**config.mk**
```make
export PLATFORM = sky130hd
export DESIGN_NAME = alu_arbiter_flat
export DESIGN_NICKNAME = d
export VERILOG_FILES = /design/src/rtl/alu_pkg.sv /design/src/rtl/alu_arbiter_if.sv /design/src/rtl/alu.sv /design/src/rtl/alu_rr_pick.sv /design/src/rtl/alu_arbiter.sv /design/src/flat_wrapper.sv
export SDC_FILE = /design/constraint.sdc
export NUM_CORES = 1
export LEC_CHECK = 0
export CAP_MARGIN = 20
export CORE_MARGIN = 5
export CORE_UTILIZATION = 48
export CTS_CLUSTER_SIZE = 20
export DETAILED_ROUTE_END_ITERATION = 6
export PLACE_DENSITY_LB_ADDON = 0.12
export SYNTH_ARGS = -nofsm -noshare
export SYNTH_HDL_FRONTEND = slang
export SYNTH_HIERARCHICAL = 1
export SYNTH_SLANG_ARGS = --single-unit
```
**constraint.sdc**
```tcl
create_clock -name i_clk -period 11.65 [get_ports i_clk]
set_clock_uncertainty 0.1 [all_clocks]
set_input_delay 1.7475 -clock i_clk [delete_from_list [all_inputs] [get_ports i_clk]]
set_output_delay 1.7475 -clock i_clk [all_outputs]
set_load 0.01 [all_outputs]
```
**src/rtl/alu_pkg.sv**
```systemverilog
`default_nettype none
// ---------------------------------------------------------------------------
// alu_pkg: shared op encoding, width default and requester IDs for the ALU arbiter
// Rev 1.0
// ---------------------------------------------------------------------------
package alu_pkg;

  typedef enum logic {
    ALU_ADD = 1'b0,
    ALU_SUB = 1'b1
  } alu_op_e;

  typedef enum logic {
    RSP_EMPTY = 1'b0,
    RSP_FULL  = 1'b1
  } rsp_state_e;

  localparam int   WIDTH_DEFAULT = 16;
  localparam logic REQ_EXEC      = 1'b0;
  localparam logic REQ_PC        = 1'b1;

endpackage
`default_nettype wire

```
**src/rtl/alu_arbiter_if.sv**
```systemverilog
`default_nettype none
// ---------------------------------------------------------------------------
// alu_arbiter_if: two request ports, response channel and condition flags
// Rev 1.0
// ---------------------------------------------------------------------------
interface alu_arbiter_if
  import alu_pkg::*;
#(
  parameter int WIDTH = WIDTH_DEFAULT
) ();

  logic             i_req0_valid;
  logic             o_req0_ready;
  logic             i_req0_op;
  logic [WIDTH-1:0] i_req0_a;
  logic [WIDTH-1:0] i_req0_b;

  logic             i_req1_valid;
  logic             o_req1_ready;
  logic             i_req1_op;
  logic [WIDTH-1:0] i_req1_a;
  logic [WIDTH-1:0] i_req1_b;

  logic             o_rsp_valid;
  logic             i_rsp_ready;
  logic             o_rsp_id;
  logic [WIDTH-1:0] o_rsp_data;
  logic             o_rsp_n;
  logic             o_rsp_z;

  logic             o_flag_n;
  logic             o_flag_z;

  // Arbiter side
  modport slave (
    input  i_req0_valid, i_req0_op, i_req0_a, i_req0_b,
    input  i_req1_valid, i_req1_op, i_req1_a, i_req1_b,
    input  i_rsp_ready,
    output o_req0_ready, o_req1_ready,
    output o_rsp_valid, o_rsp_id, o_rsp_data, o_rsp_n, o_rsp_z,
    output o_flag_n, o_flag_z
  );

  // Requester / consumer side
  modport master (
    output i_req0_valid, i_req0_op, i_req0_a, i_req0_b,
    output i_req1_valid, i_req1_op, i_req1_a, i_req1_b,
    output i_rsp_ready,
    input  o_req0_ready, o_req1_ready,
    input  o_rsp_valid, o_rsp_id, o_rsp_data, o_rsp_n, o_rsp_z,
    input  o_flag_n, o_flag_z
  );

endinterface
`default_nettype wire

```
**src/rtl/alu.sv**
```systemverilog
`default_nettype none
// ---------------------------------------------------------------------------
// alu: combinational WIDTH-bit add/subtract with N/Z flags, wrapping arithmetic
// Rev 1.0
// ---------------------------------------------------------------------------
module alu
  import alu_pkg::*;
#(
  parameter int WIDTH = WIDTH_DEFAULT
) (
  input  alu_op_e          i_op,
  input  logic [WIDTH-1:0] i_a,
  input  logic [WIDTH-1:0] i_b,
  output logic [WIDTH-1:0] o_result,
  output logic             o_n,
  output logic             o_z
);

  always_comb begin
    o_result = (i_op == ALU_SUB) ? (i_a - i_b) : (i_a + i_b);
  end

  assign o_n = o_result[WIDTH-1];
  assign o_z = (o_result == '0);

endmodule
`default_nettype wire

```
**src/rtl/alu_rr_pick.sv**
```systemverilog
`default_nettype none
// ---------------------------------------------------------------------------
// alu_rr_pick: two-input round-robin picker; a tie goes to the port not granted last
// Rev 1.0
// ---------------------------------------------------------------------------
module alu_rr_pick
  import alu_pkg::*;
(
  input  logic i_valid0,
  input  logic i_valid1,
  input  logic i_last_grant,
  output logic o_grant_id,
  output logic o_any_valid
);

  always_comb begin
    o_any_valid = i_valid0 | i_valid1;
    if (i_valid0 && i_valid1) begin
      o_grant_id = ~i_last_grant;
    end else if (i_valid1) begin
      o_grant_id = REQ_PC;
    end else begin
      o_grant_id = REQ_EXEC;
    end
  end

endmodule
`default_nettype wire

```
**src/rtl/alu_arbiter.sv**
```systemverilog
`default_nettype none
// ---------------------------------------------------------------------------
// alu_arbiter: round-robin share of one ALU between execute and PC ports,
// with a one-deep response register and port-0-only condition flags. Rev 1.0
// ---------------------------------------------------------------------------
module alu_arbiter
  import alu_pkg::*;
#(
  parameter int WIDTH = WIDTH_DEFAULT
) (
  input  logic          i_clk,
  input  logic          i_reset_n,
  alu_arbiter_if.slave  bus
);

  rsp_state_e       rsp_state_q;
  logic             last_grant_q;
  logic             rsp_id_q;
  logic [WIDTH-1:0] rsp_data_q;
  logic             rsp_n_q;
  logic             rsp_z_q;
  logic             flag_n_q;
  logic             flag_z_q;

  logic             accept_ok;
  logic             grant_id;
  logic             any_valid;
  logic             transfer;
  alu_op_e          alu_op;
  logic [WIDTH-1:0] alu_a;
  logic [WIDTH-1:0] alu_b;
  logic [WIDTH-1:0] alu_res;
  logic             alu_n;
  logic             alu_z;

  alu_rr_pick u_pick (
    .i_valid0     (bus.i_req0_valid),
    .i_valid1     (bus.i_req1_valid),
    .i_last_grant (last_grant_q),
    .o_grant_id   (grant_id),
    .o_any_valid  (any_valid)
  );

  assign accept_ok = (rsp_state_q == RSP_EMPTY) || bus.i_rsp_ready;
  // Gating with the reset keeps both readies low while reset is held.
  assign transfer  = i_reset_n && accept_ok && any_valid;

  assign bus.o_req0_ready = transfer && (grant_id == REQ_EXEC);
  assign bus.o_req1_ready = transfer && (grant_id == REQ_PC);

  always_comb begin
    if (grant_id == REQ_PC) begin
      alu_op = alu_op_e'(bus.i_req1_op);
      alu_a  = bus.i_req1_a;
      alu_b  = bus.i_req1_b;
    end else begin
      alu_op = alu_op_e'(bus.i_req0_op);
      alu_a  = bus.i_req0_a;
      alu_b  = bus.i_req0_b;
    end
  end

  alu #(.WIDTH(WIDTH)) u_alu (
    .i_op     (alu_op),
    .i_a      (alu_a),
    .i_b      (alu_b),
    .o_result (alu_res),
    .o_n      (alu_n),
    .o_z      (alu_z)
  );

  always_ff @(posedge i_clk or negedge i_reset_n) begin
    if (!i_reset_n) begin
      rsp_state_q  <= RSP_EMPTY;
      last_grant_q <= REQ_PC;
      rsp_id_q     <= REQ_EXEC;
      rsp_data_q   <= '0;
      rsp_n_q      <= 1'b0;
      rsp_z_q      <= 1'b1;
      flag_n_q     <= 1'b0;
      flag_z_q     <= 1'b1;
    end else begin
      case (rsp_state_q)
        RSP_EMPTY: if (transfer) rsp_state_q <= RSP_FULL;
        RSP_FULL:  if (bus.i_rsp_ready && !transfer) rsp_state_q <= RSP_EMPTY;
        default:   rsp_state_q <= RSP_EMPTY;
      endcase
      if (transfer) begin
        last_grant_q <= grant_id;
        rsp_id_q     <= grant_id;
        rsp_data_q   <= alu_res;
        rsp_n_q      <= alu_n;
        rsp_z_q      <= alu_z;
        if (grant_id == REQ_EXEC) begin
          flag_n_q <= alu_n;
          flag_z_q <= alu_z;
        end
      end
    end
  end

  assign bus.o_rsp_valid = (rsp_state_q == RSP_FULL);
  assign bus.o_rsp_id    = rsp_id_q;
  assign bus.o_rsp_data  = rsp_data_q;
  assign bus.o_rsp_n     = rsp_n_q;
  assign bus.o_rsp_z     = rsp_z_q;
  assign bus.o_flag_n    = flag_n_q;
  assign bus.o_flag_z    = flag_z_q;

endmodule
`default_nettype wire

```
**src/flat_wrapper.sv**
```systemverilog
// flat-port wrapper written by rule: the top's interface ports become plain ports
module alu_arbiter_flat import alu_pkg::*;
#(
  parameter int WIDTH = WIDTH_DEFAULT
)
  (i_clk, i_reset_n, bus_i_req0_valid, bus_i_req0_op, bus_i_req0_a, bus_i_req0_b, bus_i_req1_valid, bus_i_req1_op, bus_i_req1_a, bus_i_req1_b, bus_i_rsp_ready, bus_o_req0_ready, bus_o_req1_ready, bus_o_rsp_valid, bus_o_rsp_id, bus_o_rsp_data, bus_o_rsp_n, bus_o_rsp_z, bus_o_flag_n, bus_o_flag_z);
  alu_arbiter_if #(.WIDTH(WIDTH)) bus_i ();
  input  logic i_clk;
  input  logic i_reset_n;
  input wire logic [$bits(bus_i.i_req0_valid)-1:0] bus_i_req0_valid;
  input wire logic [$bits(bus_i.i_req0_op)-1:0] bus_i_req0_op;
  input wire logic [$bits(bus_i.i_req0_a)-1:0] bus_i_req0_a;
  input wire logic [$bits(bus_i.i_req0_b)-1:0] bus_i_req0_b;
  input wire logic [$bits(bus_i.i_req1_valid)-1:0] bus_i_req1_valid;
  input wire logic [$bits(bus_i.i_req1_op)-1:0] bus_i_req1_op;
  input wire logic [$bits(bus_i.i_req1_a)-1:0] bus_i_req1_a;
  input wire logic [$bits(bus_i.i_req1_b)-1:0] bus_i_req1_b;
  input wire logic [$bits(bus_i.i_rsp_ready)-1:0] bus_i_rsp_ready;
  output wire logic [$bits(bus_i.o_req0_ready)-1:0] bus_o_req0_ready;
  output wire logic [$bits(bus_i.o_req1_ready)-1:0] bus_o_req1_ready;
  output wire logic [$bits(bus_i.o_rsp_valid)-1:0] bus_o_rsp_valid;
  output wire logic [$bits(bus_i.o_rsp_id)-1:0] bus_o_rsp_id;
  output wire logic [$bits(bus_i.o_rsp_data)-1:0] bus_o_rsp_data;
  output wire logic [$bits(bus_i.o_rsp_n)-1:0] bus_o_rsp_n;
  output wire logic [$bits(bus_i.o_rsp_z)-1:0] bus_o_rsp_z;
  output wire logic [$bits(bus_i.o_flag_n)-1:0] bus_o_flag_n;
  output wire logic [$bits(bus_i.o_flag_z)-1:0] bus_o_flag_z;
  assign bus_i.i_req0_valid = bus_i_req0_valid;
  assign bus_i.i_req0_op = bus_i_req0_op;
  assign bus_i.i_req0_a = bus_i_req0_a;
  assign bus_i.i_req0_b = bus_i_req0_b;
  assign bus_i.i_req1_valid = bus_i_req1_valid;
  assign bus_i.i_req1_op = bus_i_req1_op;
  assign bus_i.i_req1_a = bus_i_req1_a;
  assign bus_i.i_req1_b = bus_i_req1_b;
  assign bus_i.i_rsp_ready = bus_i_rsp_ready;
  assign bus_o_req0_ready = bus_i.o_req0_ready;
  assign bus_o_req1_ready = bus_i.o_req1_ready;
  assign bus_o_rsp_valid = bus_i.o_rsp_valid;
  assign bus_o_rsp_id = bus_i.o_rsp_id;
  assign bus_o_rsp_data = bus_i.o_rsp_data;
  assign bus_o_rsp_n = bus_i.o_rsp_n;
  assign bus_o_rsp_z = bus_i.o_rsp_z;
  assign bus_o_flag_n = bus_i.o_flag_n;
  assign bus_o_flag_z = bus_i.o_flag_z;
  alu_arbiter #(.WIDTH(WIDTH)) u_core (.i_clk(i_clk), .i_reset_n(i_reset_n), .bus(bus_i));
endmodule
```
==> results.md <==
- Cts hold-fix bufs: 0
- Most Crowded Layer GR: met2
- Critical Path AT: 6870 ps
- Max-slew violation count: 0
- Period utilisation layout: 0.581
- Finished Cell Area: 3470 sq um
- GRT overflow: 0
- Final Hold Viols: 0
- CTS Buf Count: 3
- Clock transition at the registers of the reported paths: 80 ps
- Slowest cell on the critical path: or4_1
- Mapped Area: 2440 sq um
- Chip height: 81.3 um
- Vias per cell: 5.14
- Detail Placement HPWL: 4690 um
- Root cell of the clock tree: clkbuf_8
- Port Buffers: 94
- Async set-or-reset flop fraction in the synthesized netlist: 1.00
- CP Cell Sequence: clkdlybuf4s50_1 > a21boi_4 > buf_4 > mux2_2 > or3_1 > nor3b_1 > a21oi_1 > xnor2_1 > ha_1 > and3_1 > a221o_1 > a21oi_1 > o21ai_0 > xor2_1 > or4_1 > nor4b_2 > mux2_2
- Number of DRC markers in iteration 0: 59
- M2 GR Usage: 0.287
- Reg-to-reg slack, setup: roughly 6500 ps
- Initial Util: 0.487
- Worst slew pin tran: 785 ps
- DR vias: 2067
- Antenna violations before repair: 0
- Drt pass-1 iters: 4
- Required @ worst endpoint: around 12000 ps
- Most frequent cells in the layout: clkdlybuf4s50_1, mux2_2, nor2_1
- ANT cells: 0
- Fmax: 148 MHz
- Setup TNS: 0 ps
- Crit path launch type: primary input
- Grt met3 use: 0.0233
- Worst-Skew Late Latency: 250 ps
- Overall Global Routing Usage: 0.166
- RD Place Congestion: 0.723
- Final setup vio count: 0
- Register area share after synthesis: 0.238
- Synthesis-to-layout area growth: 42.4%
- Max Fanout on Critical Path: 37
- CTS sink count: 23
- Synth Instances: between 200 and 250
- Yosys warning count: 6
- Post-CTS setup buffers: 0
- Layout cells sized above 1: 0.214
- DP Area: 3430 sq um
- VDD IR-drop max: 72.9 uV
- CTS resizes: 0
- Synth Flop Type: dfrtp_1
- Worst relative slew slack: 0.475
- Synthesized net count: 329
- Global-route wire length before repair: between 8000 and 9000 um
- Largest net degree at the start of global routing: 38
- Final ANT Viol Nets: 0
- Fin crit period: 6770 ps
- Top-level I/O count: 95
- Pwr dens: 154 nW/um^2
- WL per Instance: 13.9 um
- WHS: 411 ps
- Met1 usage: 0.219
- CTS H-tree depth: 1
- Vias in the first global route: 2072
- Status: complete, no violations
- Leakage: 1.41 nW
- Maxcap violations: 0
- Worst hold path type: flop to flop
- Nets: 421
- Yosys cell types: 49
- Routed wire length: between 5000 and 6000 um
- Kind of critical path: primary input to flop
- Max Root-Sink Buffers: 2
- CORE AREA: 5010 sq um
- CP Capture Type: flop
- CTS tree: done
- #FFs+latches synth: 23
- RSZ-0062 raised after global routing: false
- Synth Area per Inst: 10.1 sq um
- Most common cell after layout, fill and taps aside: clkdlybuf4s50_1
- Die area: approximately 6600 sq um
- Max stage delay on crit path: 540 ps
- # DRC: 0
- Row cnt: 26
- Post-synth EDFFs: 0
- Die width: between 80 and 90 um
==> per-stage QoR <==
step | util | setup WS (ps) | power, mW | instances
floorplan | - | 5620 | 0.361 | 241
global placement | 0.684 | 4780 | 0.484 | 398
detailed placement | 0.684 | 4630 | 0.491 | 398
CTS | 0.693 | 4860 | 0.539 | 402
global route | 0.693 | 4590 | 0.574 | 402
finish | 0.693 | 4880 | 0.534 | 402
==> area by class of cell <==
type / count / area [sq um]
Timing Repair Buffer: 96 / 956
Tap cell: 70 / 87.6
Sequential cell: 23 / 579
Inverter: 8 / 30.0
Multi-Input combinational cell: 201 / 1780
Fill cell: 407 / 1540
Clock buffer: 4 / 45.0
==> worst max-delay path, delay by kind of cell <==
family | cells | cell delay, ps
AOI/OAI and AO/OA | 5 | 980
adders and majority gates | 1 | 350
buffers and inverters | 2 | 880
muxes | 2 | 640
and+or+nand+nor | 5 | 1920
xor gates and xnor gates | 2 | 330
==> worst paths after layout <==
check / startpoint / endpoint / depth (start not counted)
max reg2reg: u_core/last_grant_q$_DFFE_PN1P_ / u_core/bus.o_flag_z$_DFFE_PN1P_ / 16
min reg2reg: u_core/bus.o_rsp_data[0]$_DFFE_PN0P_ / u_core/bus.o_rsp_data[0]$_DFFE_PN0P_ / 1
min in group asynchronous: i_reset_n / u_core/bus.o_rsp_data[15]$_DFFE_PN0P_ / 2
min: u_core/bus.o_rsp_data[0]$_DFFE_PN0P_ / u_core/bus.o_rsp_data[0]$_DFFE_PN0P_ / 1
max in group asynchronous: i_reset_n / u_core/bus.o_rsp_z$_DFFE_PN1P_ / 2
max: bus_i_req1_valid / u_core/bus.o_flag_z$_DFFE_PN1P_ / 17
==> cells by family after synthesis <==
family	Yosys count	synth area share
AND/OR/NAND/NOR	61	0.139
multiplexers	56	0.287
AO/OA/AOI/OAI	40	0.110
XOR/XNOR	27	0.0970
flip-flops	23	0.238
buffers and inverters	17	0.0390
adder cells (fa/ha/maj)	17	0.0903
==> layer usage <==
metal | wire (um) | vias up
li1 | - | 1050
met1 | 2510 | 945
met2 | 2610 | 70
met3 | 423 | 2
met4 | 23 | 0
met5 | 0 | -
==> cell usage after synthesis (3+ instances only) <==
master     n  area share
mux2_2    36        0.17
nor2_1    25       0.038
xnor2_1   21       0.075
dfrtp_1   20        0.21
mux2_4    19        0.12
ha_1      16       0.082
a21oi_1   14       0.029
inv_1      8       0.012
nor3_1     6       0.012
xor2_1     6       0.022
nand2_1    5      0.0077
a31oi_1    4       0.010
buf_4      4       0.012
nand2b_1   4       0.010
o21a_1     4       0.012
dfstp_2    3       0.032
nand3_1    3      0.0062
o21ai_0    3      0.0062
or3_1      3      0.0077
or4_1      3      0.0092
==> flip-flops by register name (all words and copies together), names as in the netlist <==
register and cells:
u_core/bus.o_rsp_id 1, u_core/bus.o_rsp_valid 1, u_core/bus.o_flag_n 1, u_core/bus.o_flag_z 1, u_core/bus.o_rsp_n 1, u_core/bus.o_rsp_z 1, u_core/last_grant_q 1, u_core/bus.o_rsp_data 16
==> report_power, final <==
part | internal, mW | switching [mW]
logic | 0.204 | 0.148
registers | 0.114 | 0.0204
clock network | 0.0243 | 0.0225
total | 0.342 | 0.191
No activity file was read; power rests on OpenSTA's default activity.
==> RTL edit 1: new RTL, same settings <==
Make the reset (`i_reset_n`) synchronous in one clocked block.
--- a/src/rtl/alu_arbiter.sv
+++ b/src/rtl/alu_arbiter.sv
@@ -69,7 +69,7 @@
     .o_z      (alu_z)
   );
 
-  always_ff @(posedge i_clk or negedge i_reset_n) begin
+  always_ff @(posedge i_clk) begin
     if (!i_reset_n) begin
       rsp_state_q  <= RSP_EMPTY;
       last_grant_q <= REQ_PC;
Check against the original RTL: differs if i_reset_n is asserted again (counterexample within 4 cycles, from zero or initial values and one cycle with i_reset_n low); with i_reset_n held inactive, the same outputs for 10 cycles.
==> RTL edit 1 against the unedited design <==
Setup slack better by 28 ps; synthesized cell count is 21% higher; wire length is 1.4% higher; critical path type unchanged; via count is 10% higher; sequential cell count stayed put; area after synthesis is 1.0% lower; fmax is 0.41% higher; die area is 0.90% lower; power is 24% lower; cell area is 1.7% lower; highest routed layer unchanged; sequential power is 21% lower.
==> RTL edit 1: results (changes against the unedited design) <==
CTS
  • Clock-pin slew on the worst setup and hold paths: 80 ps (about the same)
  • H-tree levels: 1 (unchanged)
  • Clock latency on the worst-skew pair: 260 ps
  • Post_cts resized: 0 (unchanged)
  • TritonCTS Buffers: 3 (unchanged)
  • Setup Fix Bufs, Post-CTS: 0 (unchanged)

Detailed routing
  • Drt pass-1 iters: 4 (unchanged)
  • Metal2 WL: 2.70 mm (+3.3%)
  • Met3 routed WL: 359 um (-15%)
  • Post-DR wirelength/cell: 12.7 um (-8.2%)
  • Vias: 2278 (+10%)
  • Top sig layer: met4
  • DR iter-0 viols: 51 (-14%)
  • M1 WL: 2.55 mm (+1.6%)

Pwr
  • Pwr dens: 119 nW/um2 (-23%)
  • Max VDD drop: 0.0444 mV (-39%)
  • Leak: 1.39 nW (-0.82%)

Logic synthesis
  • Ys flop type: dfxtp_1
  • Register area share after synthesis: 19.1% (-4.7 points)
  • FFs w/ async S/R, synth: 0% (-100 points)
  • Yosys cell types: 47 (-4.1%)
  • Yosys warns: 6 (unchanged)
  • Synth Net Count: 379 (+15%)
  • Dominant cells by area after synthesis: dfxtp_1 19%, mux2_2 15%, mux2i_1 8.7%, ha_1 8.3%, xnor2_1 7.6%
  • Number of synthesized flops with an enable pin: 0 (unchanged)
  • Commonest cells post-synth: 42 x nand2_1, 33 x mux2_2, 26 x nor2_1, 23 x dfxtp_1

GRT
  • Met2 GRT Util: 31.9% (+3.1 points)
  • Total track usage: 17.1% (+0.51 points)
  • Grt met3 use: 2.22% (-0.11 points)
  • GR Layer Usage met1: 20.7% (-1.2 points)
  • Initial antenna violation count: 0 (unchanged)
  • Vias in the first global route: 2208 (+6.6%)
  • First-pass GRT wire length: 9.22 mm (+3.1%)
  • Largest net degree at the start of global routing: 44 (+16%)

Worst setup path
  • R2r worst-path depth: 17 (+1)
  • Slowest cell on the critical path: or4_1
  • Max incr delay on CP: 550 ps
  • Crit-path max FO: 37 (unchanged)
  • FF-to-FF Start: u_core/last_grant_q$_SDFFE_PN1P_
  • Worst Setup SP: bus_i_req1_valid
  • Crit path DAT: 6840 ps (-30 ps)
  • Worst reg2reg endpoint: u_core/bus.o_flag_z$_SDFFE_PN1P_
  • Worst setup path end: u_core/bus.o_flag_z$_SDFFE_PN1P_
  • CP top delay family: simple AND/OR/NAND/NOR gates
  • FF-to-FF setup slack: 6540 ps (+40 ps)

Place
  • RePlAce Congestion: 0.749 (+3.6%)
  • Post-DP HPWL: 4.66 mm (-0.48%)
  • Post-Place Cell Area: 3370 um2 (-1.7%)

Worst hold path
  • Hold path cells: 2 (+1)
  • Hold_sp: u_core/bus.o_rsp_data[4]$_SDFFE_PN0P_
  • Worst Hold End: u_core/bus.o_rsp_data[4]$_SDFFE_PN0P_

Final layout
  • Filler cell count: 400 (-1.7%)
  • Largest register FFs: 16 (unchanged)
  • Nets: 466 (+11%)
  • Share of layout cells above drive strength 1: 12.2% (-9.2 points)

Status
  • Run status: completed

Timing
  • Worst slew pin tran: 584 ps (-201 ps)
[RTL edit 1: cell count changes in the layout (fill, tap and decap cells not counted), moves of 2 or more]
cell and change:
a21oi_1 +2, dfrtp_1 -20, dfstp_2 -3, dfxtp_1 +23, inv_1 +2, mux2_2 -3, mux2_4 -19, mux2i_1 +20
nand2_1 +37, nor2b_1 +2
[RTL edit 1: kinds of logic (layout without fill, tap and decap cells)]
| family | Yosys count | after routing | share of synthesized area, % |
|---|---|---|---|
| DFF | 23 | 23 | 19.1 |
| and+or+nand+nor | 102 | 102 | 20.2 |
| AOI/OAI and AO/OA | 44 | 44 | 12.2 |
| xor gates and xnor gates | 27 | 27 | 9.80 |
| adders and majority gates | 17 | 17 | 9.12 |
| buffers and inverters | 24 | 110 | 5.50 |
| muxes | 54 | 54 | 24.1 |
[RTL edit 1: stage by stage]
| stage | setup WS [ps] | power (mW) | hold slack (ps) | cells |
|---|---|---|---|---|
| 6_report | 4910 | 0.405 | 355 | 444 |
| 5_1_grt | 4480 | 0.441 | 381 | 444 |
| 4_1_cts | 4890 | 0.408 | 360 | 444 |
| 3_5_place_dp | 4700 | 0.358 | 348 | 440 |
| 3_3_place_gp | 4810 | 0.355 | 343 | 440 |
| 2_1_floorplan | 5550 | 0.275 | 364 | 291 |
[RTL edit 1: area by class of cell]
type                    count  area share, %
flip-flops and latches     23           13.5
inverters                  10           1.10
repair buffers             96           28.0
multi-input cells         244           53.6
clock inverters             1          0.147
clock buffers               3           1.21
well taps                  67           2.45
[RTL edit 1: where the power goes]
group	internal (mW)	leakage [nW]	switching (mW)
Clock	0.0238	0.0255	0.0245
Sequential	0.0968	0.191	0.00877
Combinational	0.132	1.18	0.119
Total	0.253	1.39	0.152
==> RTL edit 2: new RTL, same flow settings <==
Without the edit above. Change the package constant `WIDTH_DEFAULT` from 16 to 32.
--- a/src/rtl/alu_pkg.sv
+++ b/src/rtl/alu_pkg.sv
@@ -15,7 +15,7 @@
     RSP_FULL  = 1'b1
   } rsp_state_e;
 
-  localparam int   WIDTH_DEFAULT = 16;
+  localparam int   WIDTH_DEFAULT = 32;
   localparam logic REQ_EXEC      = 1'b0;
   localparam logic REQ_PC        = 1'b1;
 
Interface: changed (5 resized); port bits go from 95 to 175. The function was not compared with the original's and may differ.
==> RTL edit 2 against the unedited design <==
Wire length increased to 2.7 times the old value; sequential cell count rose by 16; area after synthesis rose by 120%; cell area rose by 110%; power increased by 110%; fmax fell by 17%; largest cell class unchanged; core utilization down 3.3 points; setup slack got worse by 1400 ps.
==> RTL edit 2: results (changes against the unedited design) <==
Pwr
  • Switching Share: 41.3% (+5.4 points)
  • Sequential power: 0.235 mW (+74%)
  • Leak: 2.86 nW (+100%)
  • Sequential share of power: 20.6% (-4.6 points)
  • Max VDD drop: 0.116 mV (+59%)

Final layout
  • Seq/total area: 13.7% (-2.9 points)
  • Multi-input logic area: 4080 um2 (+130%)
  • Non-CTS inverters: 13 (+5)
  • Post-route cell area: 7130 um2 (+110%)
  • Area grow syn2layout: 35.3%
  • Largest register FFs: 32 (+16)
  • Clock-cell share: 1.28% (-0.015 points)
  • #MultiIn Comb: 503 (+150%)
  • Nets: 906 (+120%)

Logic synthesis
  • Yosys cell types: 80 (+63%)
  • Synth Area in Adders: 7.98% (-1.0 points)
  • Dominant cells by area after synthesis: dfrtp_1 17%, mux2_2 16%, mux2_4 8.3%, ha_1 7.6%, xnor2_1 6.5%
  • Synth Area in Compound Gates: 18.1% (+7.1 points)
  • Synth Instances: 585 (+140%)
  • Post-synthesis mux area share: 24.7% (-4.1 points)
  • Synth Net Count: 753 (+130%)

GRT
  • Grt met3 use: 2.74% (+0.41 points)
  • Largest net degree at the start of global routing: 41 (+7.9%)
  • Total track usage: 22.1% (+5.5 points)
  • First-pass GRT wire length: 24.1 mm (+170%)
  • GR Layer Usage met1: 32.5% (+11 points)
  • Met2 GRT Util: 35.4% (+6.7 points)

Place
  • DP Worst Slack: 3270 ps (-1360 ps)
  • Post-Place Cell Area: 7030 um2 (+110%)
  • Post-DP HPWL: 12.5 mm (+170%)
  • RePlAce Congestion: 0.872 (+21%)
  • Port buffer count: 174 (+85%)

Timing
  • Fin Hold WS: 410 ps (-1.23 ps)
  • Fin crit period: 8180 ps (+1410 ps)

Worst setup path
  • Crit-path max FO: 27 (-27%)
  • FF-to-FF setup slack: 5050 ps (-1450 ps)

CTS
  • Clock latency on the worst-skew pair: 280 ps (+30 ps)
  • TritonCTS Buffers: 5 (+2)
  • H-tree levels: 2 (+1)

Detailed routing
  • Metal2 WL: 6.60 mm (+150%)
  • Met3 routed WL: 977 um (+130%)
  • DR iter-0 viols: 398 (+570%)
  • Vias: 4933 (+140%)
  • M1 WL: 7.11 mm (+180%)

Worst hold path
  • Worst Hold End: u_core/bus.o_rsp_data[31]$_DFFE_PN0P_

Status
  • Run status: completed
RTL edit 2: cell types whose count changed after synthesis, sizes merged, moves of 13 or more:
cell | unedited run | this run
nand2 | 5 | 31
nor2 | 26 | 39
o21ai | 3 | 24
dfrtp | 20 | 36
a21oi | 14 | 45
xnor2 | 21 | 39
mux2 | 55 | 103
ha | 16 | 32
RTL edit 2: critical path, cell delays in order:
cell and delay, ps:
clkdlybuf4s50_1 470, a21boi_4 520, buf_4 440, mux2_2 410
nor3_1 360, nor4bb_1 520, and2_1 360, nor2_1 90
xnor2_1 150, ha_1 480, and3_1 410, nand2_1 110
or4b_1 560, and2_1 230, xnor2_1 140, or3_1 350
a2111oi_1 350, nand4b_1 160, nor4_2 220, mux2_2 220
